--- config.mk ---
export PLATFORM = sky130hd
export DESIGN_NAME = multicycle_adder
export DESIGN_NICKNAME = d
export VERILOG_FILES = /design/src/rtl/multicycle_adder_pkg.sv /design/src/rtl/multicycle_adder_chunk_adder.sv /design/src/rtl/multicycle_adder.sv
export SDC_FILE = /design/constraint.sdc
export NUM_CORES = 1
export LEC_CHECK = 0
export CAP_MARGIN = 5
export CORE_MARGIN = 2
export CORE_UTILIZATION = 50
export DETAILED_ROUTE_END_ITERATION = 10
export PLACE_DENSITY_LB_ADDON = 0.25
export RECOVER_POWER = 100
export SLEW_MARGIN = 20
export SYNTH_ARGS = -nofsm -noshare
export SYNTH_HDL_FRONTEND = slang
export SYNTH_HIERARCHICAL = 1
export SYNTH_SLANG_ARGS = --single-unit
--- constraint.sdc ---
create_clock -name clock -period 4.5 [get_ports clock]
set_input_delay 0.9 -clock clock [delete_from_list [all_inputs] [get_ports clock]]
set_output_delay 0.9 -clock clock [all_outputs]
set_load 0.05 [all_outputs]
--- src/rtl/multicycle_adder_pkg.sv ---
// rtl/multicycle_adder_pkg.sv - shared FSM encodings and sizing helpers for the multi-cycle adder
//
// Contents:
//   state_t     : 2-bit FSM encoding (ST_IDLE, ST_RUN, ST_DONE)
//   idx_width() : width of the chunk index, clog2(nchunk) with a floor of 1 bit
package multicycle_adder_pkg;

    typedef enum logic [1:0] {
        ST_IDLE = 2'd0,
        ST_RUN  = 2'd1,
        ST_DONE = 2'd2
    } state_t;

    // A single-chunk configuration still needs a 1-bit index register so the
    // datapath is written the same way for every CHUNK/WIDTH pair.
    function automatic int idx_width(input int nchunk);
        if (nchunk <= 1) begin
            return 1;
        end
        return $clog2(nchunk);
    endfunction

endpackage

--- src/rtl/multicycle_adder_chunk_adder.sv ---
// rtl/multicycle_adder_chunk_adder.sv - combinational N-bit ripple-carry chunk adder
//
// Ports:
//   a, b  in  N  chunk operands (b already inverted by the caller for subtraction)
//   cin   in  1  carry into bit 0
//   s     out N  chunk sum
//   cout  out 1  carry out of bit N-1
//   cmsb  out 1  carry into bit N-1 (used with cout for signed overflow)
module chunk_adder #(
    parameter int N = 4
) (
    input  logic [N-1:0] a,
    input  logic [N-1:0] b,
    input  logic         cin,
    output logic [N-1:0] s,
    output logic         cout,
    output logic         cmsb
);

    always_comb begin
        logic [N:0] c;
        c    = '0;
        s    = '0;
        c[0] = cin;
        for (int i = 0; i < N; i++) begin
            s[i]   = a[i] ^ b[i] ^ c[i];
            c[i+1] = (a[i] & b[i]) | (a[i] & c[i]) | (b[i] & c[i]);
        end
        cout = c[N];
        cmsb = c[N-1];
    end

endmodule

--- src/rtl/multicycle_adder.sv ---
// rtl/multicycle_adder.sv - multi-cycle adder/subtractor, CHUNK bits per clock
//
// Parameters:
//   WIDTH  operand/result width, a multiple of CHUNK
//   CHUNK  bits added per clock (1..WIDTH); NCHUNK = WIDTH/CHUNK compute cycles
//
// Ports:
//   clock   in  1      rising-edge clock
//   resetn  in  1      asynchronous active-low reset
//   start   in  1      request, sampled only while ready=1
//   sub     in  1      0: A+B, 1: A-B (captured with start)
//   op_a    in  WIDTH  operand A (captured with start)
//   op_b    in  WIDTH  operand B (captured with start)
//   ready   out 1      a start will be accepted this cycle
//   done    out 1      one-cycle pulse, result valid
//   sum     out WIDTH  result, held until the next run updates it
//   cout    out 1      carry out of the MSB (sub: 1 = no borrow)
//   ovf     out 1      signed overflow
module multicycle_adder
    import multicycle_adder_pkg::*;
#(
    parameter int WIDTH = 16,
    parameter int CHUNK = 4
) (
    input  logic             clock,
    input  logic             resetn,
    input  logic             start,
    input  logic             sub,
    input  logic [WIDTH-1:0] op_a,
    input  logic [WIDTH-1:0] op_b,
    output logic             ready,
    output logic             done,
    output logic [WIDTH-1:0] sum,
    output logic             cout,
    output logic             ovf
);

    localparam int NCHUNK = WIDTH / CHUNK;
    localparam int IW     = idx_width(NCHUNK);

    localparam logic [IW-1:0] IDX_LAST = IW'(NCHUNK - 1);
    localparam logic [IW-1:0] IDX_ONE  = IW'(1);

    state_t          state;
    state_t          state_nxt;

    logic [WIDTH-1:0] a_q;
    logic [WIDTH-1:0] b_q;
    logic [WIDTH-1:0] sum_q;
    logic             carry_q;
    logic             cout_q;
    logic             ovf_q;
    logic [IW-1:0]    idx_q;

    logic             accept;
    logic             running;
    logic             last_chunk;
    int               base;

    logic [CHUNK-1:0] a_chunk;
    logic [CHUNK-1:0] b_chunk;
    logic [CHUNK-1:0] s_chunk;
    logic             c_chunk;
    logic             cmsb_chunk;

    // start is only honoured outside RUN, so a request mid-operation is dropped
    assign running    = (state == ST_RUN);
    assign accept     = start && !running;
    assign last_chunk = running && (idx_q == IDX_LAST);

    // Bit offset of the chunk being worked on this cycle
    assign base    = int'(idx_q) * CHUNK;
    assign a_chunk = a_q[base +: CHUNK];
    assign b_chunk = b_q[base +: CHUNK];

    chunk_adder #(
        .N (CHUNK)
    ) u_chunk (
        .a    (a_chunk),
        .b    (b_chunk),
        .cin  (carry_q),
        .s    (s_chunk),
        .cout (c_chunk),
        .cmsb (cmsb_chunk)
    );

    // FSM: state register
    always_ff @(posedge clock or negedge resetn) begin
        if (!resetn) begin
            state <= ST_IDLE;
        end else begin
            state <= state_nxt;
        end
    end

    // FSM: next state
    always_comb begin
        state_nxt = state;
        case (state)
            ST_IDLE, ST_DONE: state_nxt = start ? ST_RUN : ST_IDLE;
            ST_RUN:           state_nxt = (idx_q == IDX_LAST) ? ST_DONE : ST_RUN;
            default:          state_nxt = ST_IDLE;
        endcase
    end

    // FSM: outputs
    always_comb begin
        ready = 1'b1;
        done  = 1'b0;
        case (state)
            ST_IDLE: begin
                ready = 1'b1;
                done  = 1'b0;
            end
            ST_RUN: begin
                ready = 1'b0;
                done  = 1'b0;
            end
            ST_DONE: begin
                ready = 1'b1;
                done  = 1'b1;
            end
            default: begin
                ready = 1'b1;
                done  = 1'b0;
            end
        endcase
    end

    // Datapath. Subtraction is A + ~B + 1: B is inverted at capture and the
    // +1 enters as the initial carry, so the chunk loop is identical for both.
    // sum/cout/ovf are only touched while running so they hold between runs.
    always_ff @(posedge clock or negedge resetn) begin
        if (!resetn) begin
            a_q     <= '0;
            b_q     <= '0;
            sum_q   <= '0;
            carry_q <= 1'b0;
            cout_q  <= 1'b0;
            ovf_q   <= 1'b0;
            idx_q   <= '0;
        end else if (accept) begin
            a_q     <= op_a;
            b_q     <= op_b ^ {WIDTH{sub}};
            carry_q <= sub;
            idx_q   <= '0;
        end else if (running) begin
            sum_q[base +: CHUNK] <= s_chunk;
            carry_q              <= c_chunk;
            idx_q                <= idx_q + IDX_ONE;
            if (last_chunk) begin
                cout_q <= c_chunk;
                ovf_q  <= c_chunk ^ cmsb_chunk;
            end
        end
    end

    assign sum  = sum_q;
    assign cout = cout_q;
    assign ovf  = ovf_q;

endmodule

==> flow_summary_export.csv, run 1 <==
group,metric,value,unit
final_layout,syn2layout_area_growth,19.8,%
global_route,grt_pass1_vias,1836,
timing,fmax,273,MHz
clock_tree,clock_latency,0.30,ns
critical_path,crit_arrival,3.85,ns
final_layout,drive_gt1_share,7.61,%
critical_path,r2r_cells,11,
critical_path,crit_type,"in -> reg",
timing,rsz0062_at_grt,"no",
final_layout,layout.nets,322,
logic_synthesis,yosysTopAreaCell,"dfrtp_1",
critical_path,crit_end,"a_q[15]$_DFFE_PN0P_",
flow_run,cap_violations,2,
final_layout,final_area,3310,µm²
drt,routedWlPerCell,14.5,µm
power,p_leak,1.41,nW
power,cellPowerDensity,765,nW/µm²
timing,post-route-period-util,81.3,%
critical_path,slowest_stage,"and2_0",
global_route,antenna_found_initial,0,
clock_tree,cts_tree,"yes",
logic_synthesis,ys_async_sr_fraction,100,%
critical_path,crit_chain,"dlygate4sd3_1, and2_0, mux2_2",
placed_design,place_inst,342,
timing,setup-violations-final,0,
logic_synthesis,synth_nets,274,
critical_path,crit_buf_inv,1,
clock_tree,htree_levels,2,
drt,firstDrtPassIters,4,
logic_synthesis,avgSynthCellArea,12.1,µm²
run_status,violations,"max-capacitance violations, max-slew violations",
critical_path,reg2reg_slack,1.00,ns
placed_design,place.gp.congestion,0.813,
logic_synthesis,syn-cell-area,2760,µm²
final_layout,layout.cells.non_filler,348,
logic_synthesis,synth_ff_type,"dfrtp_1",
critical_path,max_stage_delay,1.46,ns
floorplan,initial_core_util,51.1,%
run_status,status,"finished with violations",
timing,skew,0.00392,ns
timing,slew_headroom,-35.6,%
placed_design,placed_area,3310,µm²
floorplan,core-area,5410,µm²
timing,finalMaxSlewViolations,73,
min_path,min_path_type,"reg -> reg",
clock_tree,ctsLongestPathBuffers,2,
global_route,grtUsageTotal,18.4,%
min_path,worstHoldStart,"sum[0]$_DFFE_PN0P_",
global_route,grt_pass1_wl,8840,µm
critical_path,cp.required,4.69,ns
global_route,overflow,0,
clock_tree,ctsResizeCount,0,
critical_path,cp.depth,3,
critical_path,reg2reg_from,"idx_q[0]$_DFFE_PN0P_",
critical_path,cp-startpoint,"start",
logic_synthesis,synthDistinctLibCells,29,
clock_tree,cts-buffers-inserted,5,
timing,tns,0,ns
drt,dr_total_vias,1844,
power,ir_drop,0.000326,V
logic_synthesis,ys_warn_count,6,
clock_tree,cts_sinks,55,
floorplan,std_cell_rows,27,
final_layout,num-fill-cells,477,
placed_design,dpl_worst_slack,1.02,ns
drt,routed_via_density,5.30,
floorplan,dieWidth,78.3,µm
floorplan,design.die.area,6140,µm²
logic_synthesis,yosys_register_bits,55,
floorplan,ios,56,
critical_path,path_delay_family,"simple AND/OR/NAND/NOR gates",
drt,routed_wl,5040,µm
clock_tree,holdBufCountCts,0,
critical_path,cp_max_fo,32,
placed_design,portBuffers,55,
logic_synthesis,synth-edff-count,0,
logic_synthesis,ys_seq_area_share,49.8,%
drt,drt_iter0_markers,72,
timing,setup_ws,0.840,ns
logic_synthesis,synth.top_cell.area_share,49.8,%
clock_tree,cts-root-buf,"clkbuf_8",
drt,drc,0,
placed_design,dpl.hpwl,3680,µm
timing,period_minus_slack,3.66,ns
final_layout,antenna_cells,0,
global_route,grt_start_max_net_pins,40,
logic_synthesis,postSynthCellCount,229,
drt,drtAntennaViolNets,0,
clock_tree,clk_pin_slew,0.08,ns
timing,tightest_slew,2.03,ns
timing,hold_viol,0,
critical_path,startpoint_type,"primary input",
critical_path,rr_endpoint,"sum[15]$_DFFE_PN0P_",
logic_synthesis,synthTopCellsByArea,"dfrtp_1 (50%), mux2_4 (7.1%), mux4_2 (6.5%), a21oi_1 (5.8%), xnor2_1 (5.4%)",
critical_path,end_kind,"flop",
clock_tree,postCtsSetupBuffers,0,
floorplan,die_y,78.3,µm
==> Yosys cell counts, types with 5 or more instances <==
| cell | instances |
|---|---|
| a21oi_1 | 32 |
| buf_2 | 5 |
| clkbuf_1 | 5 |
| dfrtp_1 | 55 |
| ha_1 | 5 |
| inv_1 | 13 |
| mux2_2 | 5 |
| mux2_4 | 13 |
| mux4_2 | 8 |
| nand2_1 | 22 |
| nand3b_1 | 5 |
| o21ai_0 | 13 |
| xnor2_1 | 17 |
==> per-stage QoR <==
stage	util (%)	hold WS [ns]	total power, mW
floorplan	-	0.475	2.01
global placement	61.2	0.463	2.35
detailed placement	61.2	0.472	2.40
CTS	62.6	0.493	2.65
global route	61.3	0.507	2.72
finish	61.3	0.483	2.53
==> power by group <==
part           internal, mW  switching, mW  leakage, nW
Sequential            0.716          0.166        0.669
Combinational         0.581          0.825        0.705
Clock                 0.104          0.143       0.0371
==> final cells by class <==
type	instances	area (µm²)	area share (%)
flip-flops and latches	55	1380	41.6
multi-input cells	145	1170	35.4
repair buffers	56	548	16.6
well taps	72	90.1	2.72
clock buffers	6	72.6	2.19
inverters	14	52.6	1.59
==> layout by cell type (no fill, tap or decap), types with 6 or more instances in the layout <==
cell             instances
dfrtp_1                 55
clkdlybuf4s50_1         33
a21oi_1                 32
nand2_1                 22
dlygate4sd3_1           21
xnor2_1                 17
inv_1                   13
o21ai_0                 13
mux2_1                  12
mux4_2                   8
mux2_2                   6
==> flip-flops by register name, summed over array words and instances (netlist names) <==
name	count
a_q	16
ovf	1
state	2
cout	1
sum	16
idx_q	2
carry_q	1
b_q	16
==> metal layers <==
layer  vias to the layer above  GRT usage (%)  wire, µm
met3                         8           4.37       230
met1                       903           24.0      2190
met4                         0           5.26        73
met2                        52           31.0      2540
li1                        881              -         -
met5                         -              0         0
==> kinds of logic (layout without fill, tap and decap cells) <==
kind of cell / Yosys count / in the layout / synth area share, %
flip-flops: 55 / 55 / 49.8
AO/OA/AOI/OAI: 52 / 52 / 10.2
AND/OR/NAND/NOR: 40 / 40 / 8.02
buffers and inverters: 29 / 76 / 5.39
multiplexers: 27 / 27 / 16.0
XOR/XNOR: 17 / 17 / 5.39
adder cells (fa/ha/maj): 9 / 9 / 5.16
==> worst min-delay path: stages (launching register included) <==
cell	delay, ns
dfrtp_1	0.34
nand2_1	0.05
o21ai_0	0.06
==> worst min path at each step <==
stage | to | cells past startpoint
3_3_place_gp | sum[1]$_DFFE_PN0P_ | 2
3_5_place_dp | sum[4]$_DFFE_PN0P_ | 2
4_1_cts | sum[4]$_DFFE_PN0P_ | 2
2_1_floorplan | a_q[15]$_DFFE_PN0P_ | 1
5_1_grt | sum[0]$_DFFE_PN0P_ | 2
6_report | sum[0]$_DFFE_PN0P_ | 2
Note: power is estimated with default switching activity, not from simulation.
==> inputs of run 2 (changes only) <==
==> constraint.sdc (replaced) <==
create_clock -name clock -period 3.4 [get_ports clock]
set_input_delay 0.68 -clock clock [delete_from_list [all_inputs] [get_ports clock]]
set_output_delay 0.68 -clock clock [all_outputs]
set_load 0.05 [all_outputs]
==> run 2 against run 1 <==
Net effect:
- the flow still finishes with violations (max-capacitance violations, max-slew violations)
- largest cell class unchanged
- sequential cell count stayed put
- critical path depth is 6 higher
- cell count is 1.4% higher
- clock skew is 0.0049 ns higher
- hold slack better by 0.00088 ns
- utilization is 0.58 points higher
- first-iteration DRC count is 11% lower
- total power is 33% higher
- worst setup slack worse by 0.51 ns
- non-clock buffer count is 3 higher
==> flow_summary_export.csv, run 2 (same netlist as run 1, synthesis figures left out) <==
group,metric,value,unit
timing,finalMaxSlewViolations,35,
final_layout,layout_common_cells,"dfrtp_1 (55), clkdlybuf4s50_1 (33), a21oi_1 (32)",
floorplan,die_y,78.3,µm
timing,setup-violations-final,0,
min_path,min_path_type,"reg -> reg",
placed_design,place_inst,345,
critical_path,slowest_stage,"mux4_2",
final_layout,layout.cells.non_filler,353,
placed_design,dpl.hpwl,3790,µm
global_route,overflow,0,
clock_tree,htree_levels,2,
power,cellPowerDensity,1010,nW/µm²
timing,skew,0.00885,ns
timing,tightest_slew,1.72,ns
drt,routedWlPerCell,14.4,µm
critical_path,cp_max_fo,14,
placed_design,placed_area,3330,µm²
final_layout,antenna_cells,0,
clock_tree,ctsResizeCount,0,
final_layout,drive_gt1_share,9.25,%
global_route,grt_pass1_vias,1875,
final_layout,syn2layout_area_growth,21.0,%
final_layout,final_area,3340,µm²
drt,routed_via_density,5.17,
drt,dr_total_vias,1826,
floorplan,std_cell_rows,27,
drt,routed_wl,5080,µm
clock_tree,holdBufCountCts,0,
drt,drt_iter0_markers,64,
critical_path,max_stage_delay,0.55,ns
global_route,grtUsageTotal,18.4,%
clock_tree,cts-root-buf,"clkbuf_8",
floorplan,core-area,5410,µm²
floorplan,dieWidth,78.3,µm
clock_tree,postCtsSetupBuffers,0,
placed_design,place.gp.congestion,0.831,
timing,period_minus_slack,3.07,ns
critical_path,cp.required,3.60,ns
drt,drc,0,
critical_path,crit_arrival,3.27,ns
clock_tree,cts_tree,"yes",
timing,hold_viol,0,
critical_path,crit_chain,"buf_4, mux4_2, fa_1, fa_1, inv_1, fa_1, inv_1, nand2_1, o31ai_1",
timing,rsz0062_at_grt,"no",
power,ir_drop,0.000475,V
run_status,violations,"max-capacitance violations, max-slew violations",
floorplan,initial_core_util,51.1,%
critical_path,crit_type,"reg -> reg",
drt,firstDrtPassIters,4,
clock_tree,cts-buffers-inserted,5,
critical_path,startpoint_type,"flop",
timing,post-route-period-util,90.4,%
timing,fmax,325,MHz
floorplan,design.die.area,6140,µm²
global_route,grt_start_max_net_pins,35,
final_layout,layout.nets,325,
global_route,grt_pass1_wl,8920,µm
final_layout,layout_commonest_cell,"dfrtp_1",
clock_tree,cts_sinks,55,
clock_tree,clk_pin_slew,0.10,ns
global_route,antenna_found_initial,0,
floorplan,ios,56,
timing,tns,0,ns
critical_path,cp_common_cell,"fa_1",
drt,drtAntennaViolNets,0,
timing,slew_headroom,-14.4,%
clock_tree,ctsLongestPathBuffers,2,
power,p_leak,1.43,nW
placed_design,portBuffers,55,
flow_run,cap_violations,1,
run_status,status,"finished with violations",
critical_path,end_kind,"flop",
clock_tree,clock_latency,0.30,ns
-- run 2: metal layers --
layer  share of wire, %  wire length [µm]  GRT usage, %  up-vias
li1                   -                 -             -      882
met1                 46              2320          24.7      893
met2                 50              2540          31.6       47
met3                3.9               197          3.33        4
met4               0.47                24          3.68        0
met5                  0                 0             0        -
-- run 2: final timing paths --
kind / start / cells past startpoint / slack (ns) / to
max: idx_q[0]$_DFFE_PN0P_ / 9 / 0.33 / sum[15]$_DFFE_PN0P_
min: ovf$_DFFE_PN0P_ / 2 / 0.48 / ovf$_DFFE_PN0P_
max reg2reg: idx_q[0]$_DFFE_PN0P_ / 9 / 0.33 / sum[15]$_DFFE_PN0P_
min reg2reg: ovf$_DFFE_PN0P_ / 2 / 0.48 / ovf$_DFFE_PN0P_
max in group asynchronous: resetn / 2 / 0.81 / b_q[7]$_DFFE_PN0P_
min in group asynchronous: resetn / 1 / 0.82 / a_q[10]$_DFFE_PN0P_
-- run 2: report_power, final --
part	internal, mW	total, mW	switching (mW)	leakage, nW
Clock	0.142	0.344	0.202	0.0477
Combinational	0.766	1.91	1.14	0.718
Sequential	0.948	1.11	0.167	0.669
Total	1.85	3.37	1.51	1.43
-- run 2: cell type report --
class                      instances  area, µm²
fill                             465       2060
clock buffer                       5       68.8
inverter                          14       52.6
sequential                        55       1380
tap                               72       90.1
clock inverter                     3       15.0
timing repair buffer              59        567
multi-input combinational        145       1170
-- run 2: critical path, delay by kind of cell (launching register included) --
family	cells	cell delay, ns
fa+ha+maj	3	1.30
mux	1	0.55
buf+inv	3	0.45
flops	1	0.41
compound gates	1	0.21
simple gates	1	0.07
-- run 2: per-stage QoR --
stage                     hold slack (ns)  total power, mW  util (%)  setup WS [ns]
after floorplan                     0.384             2.66         -          0.230
after global placement              0.465             3.15      61.6          0.426
after detailed placement            0.469             3.19      61.6          0.315
after CTS                           0.450             3.54      63.2          0.298
after global routing                0.514             3.65      61.8         0.0771
final                               0.484             3.37      61.8          0.326
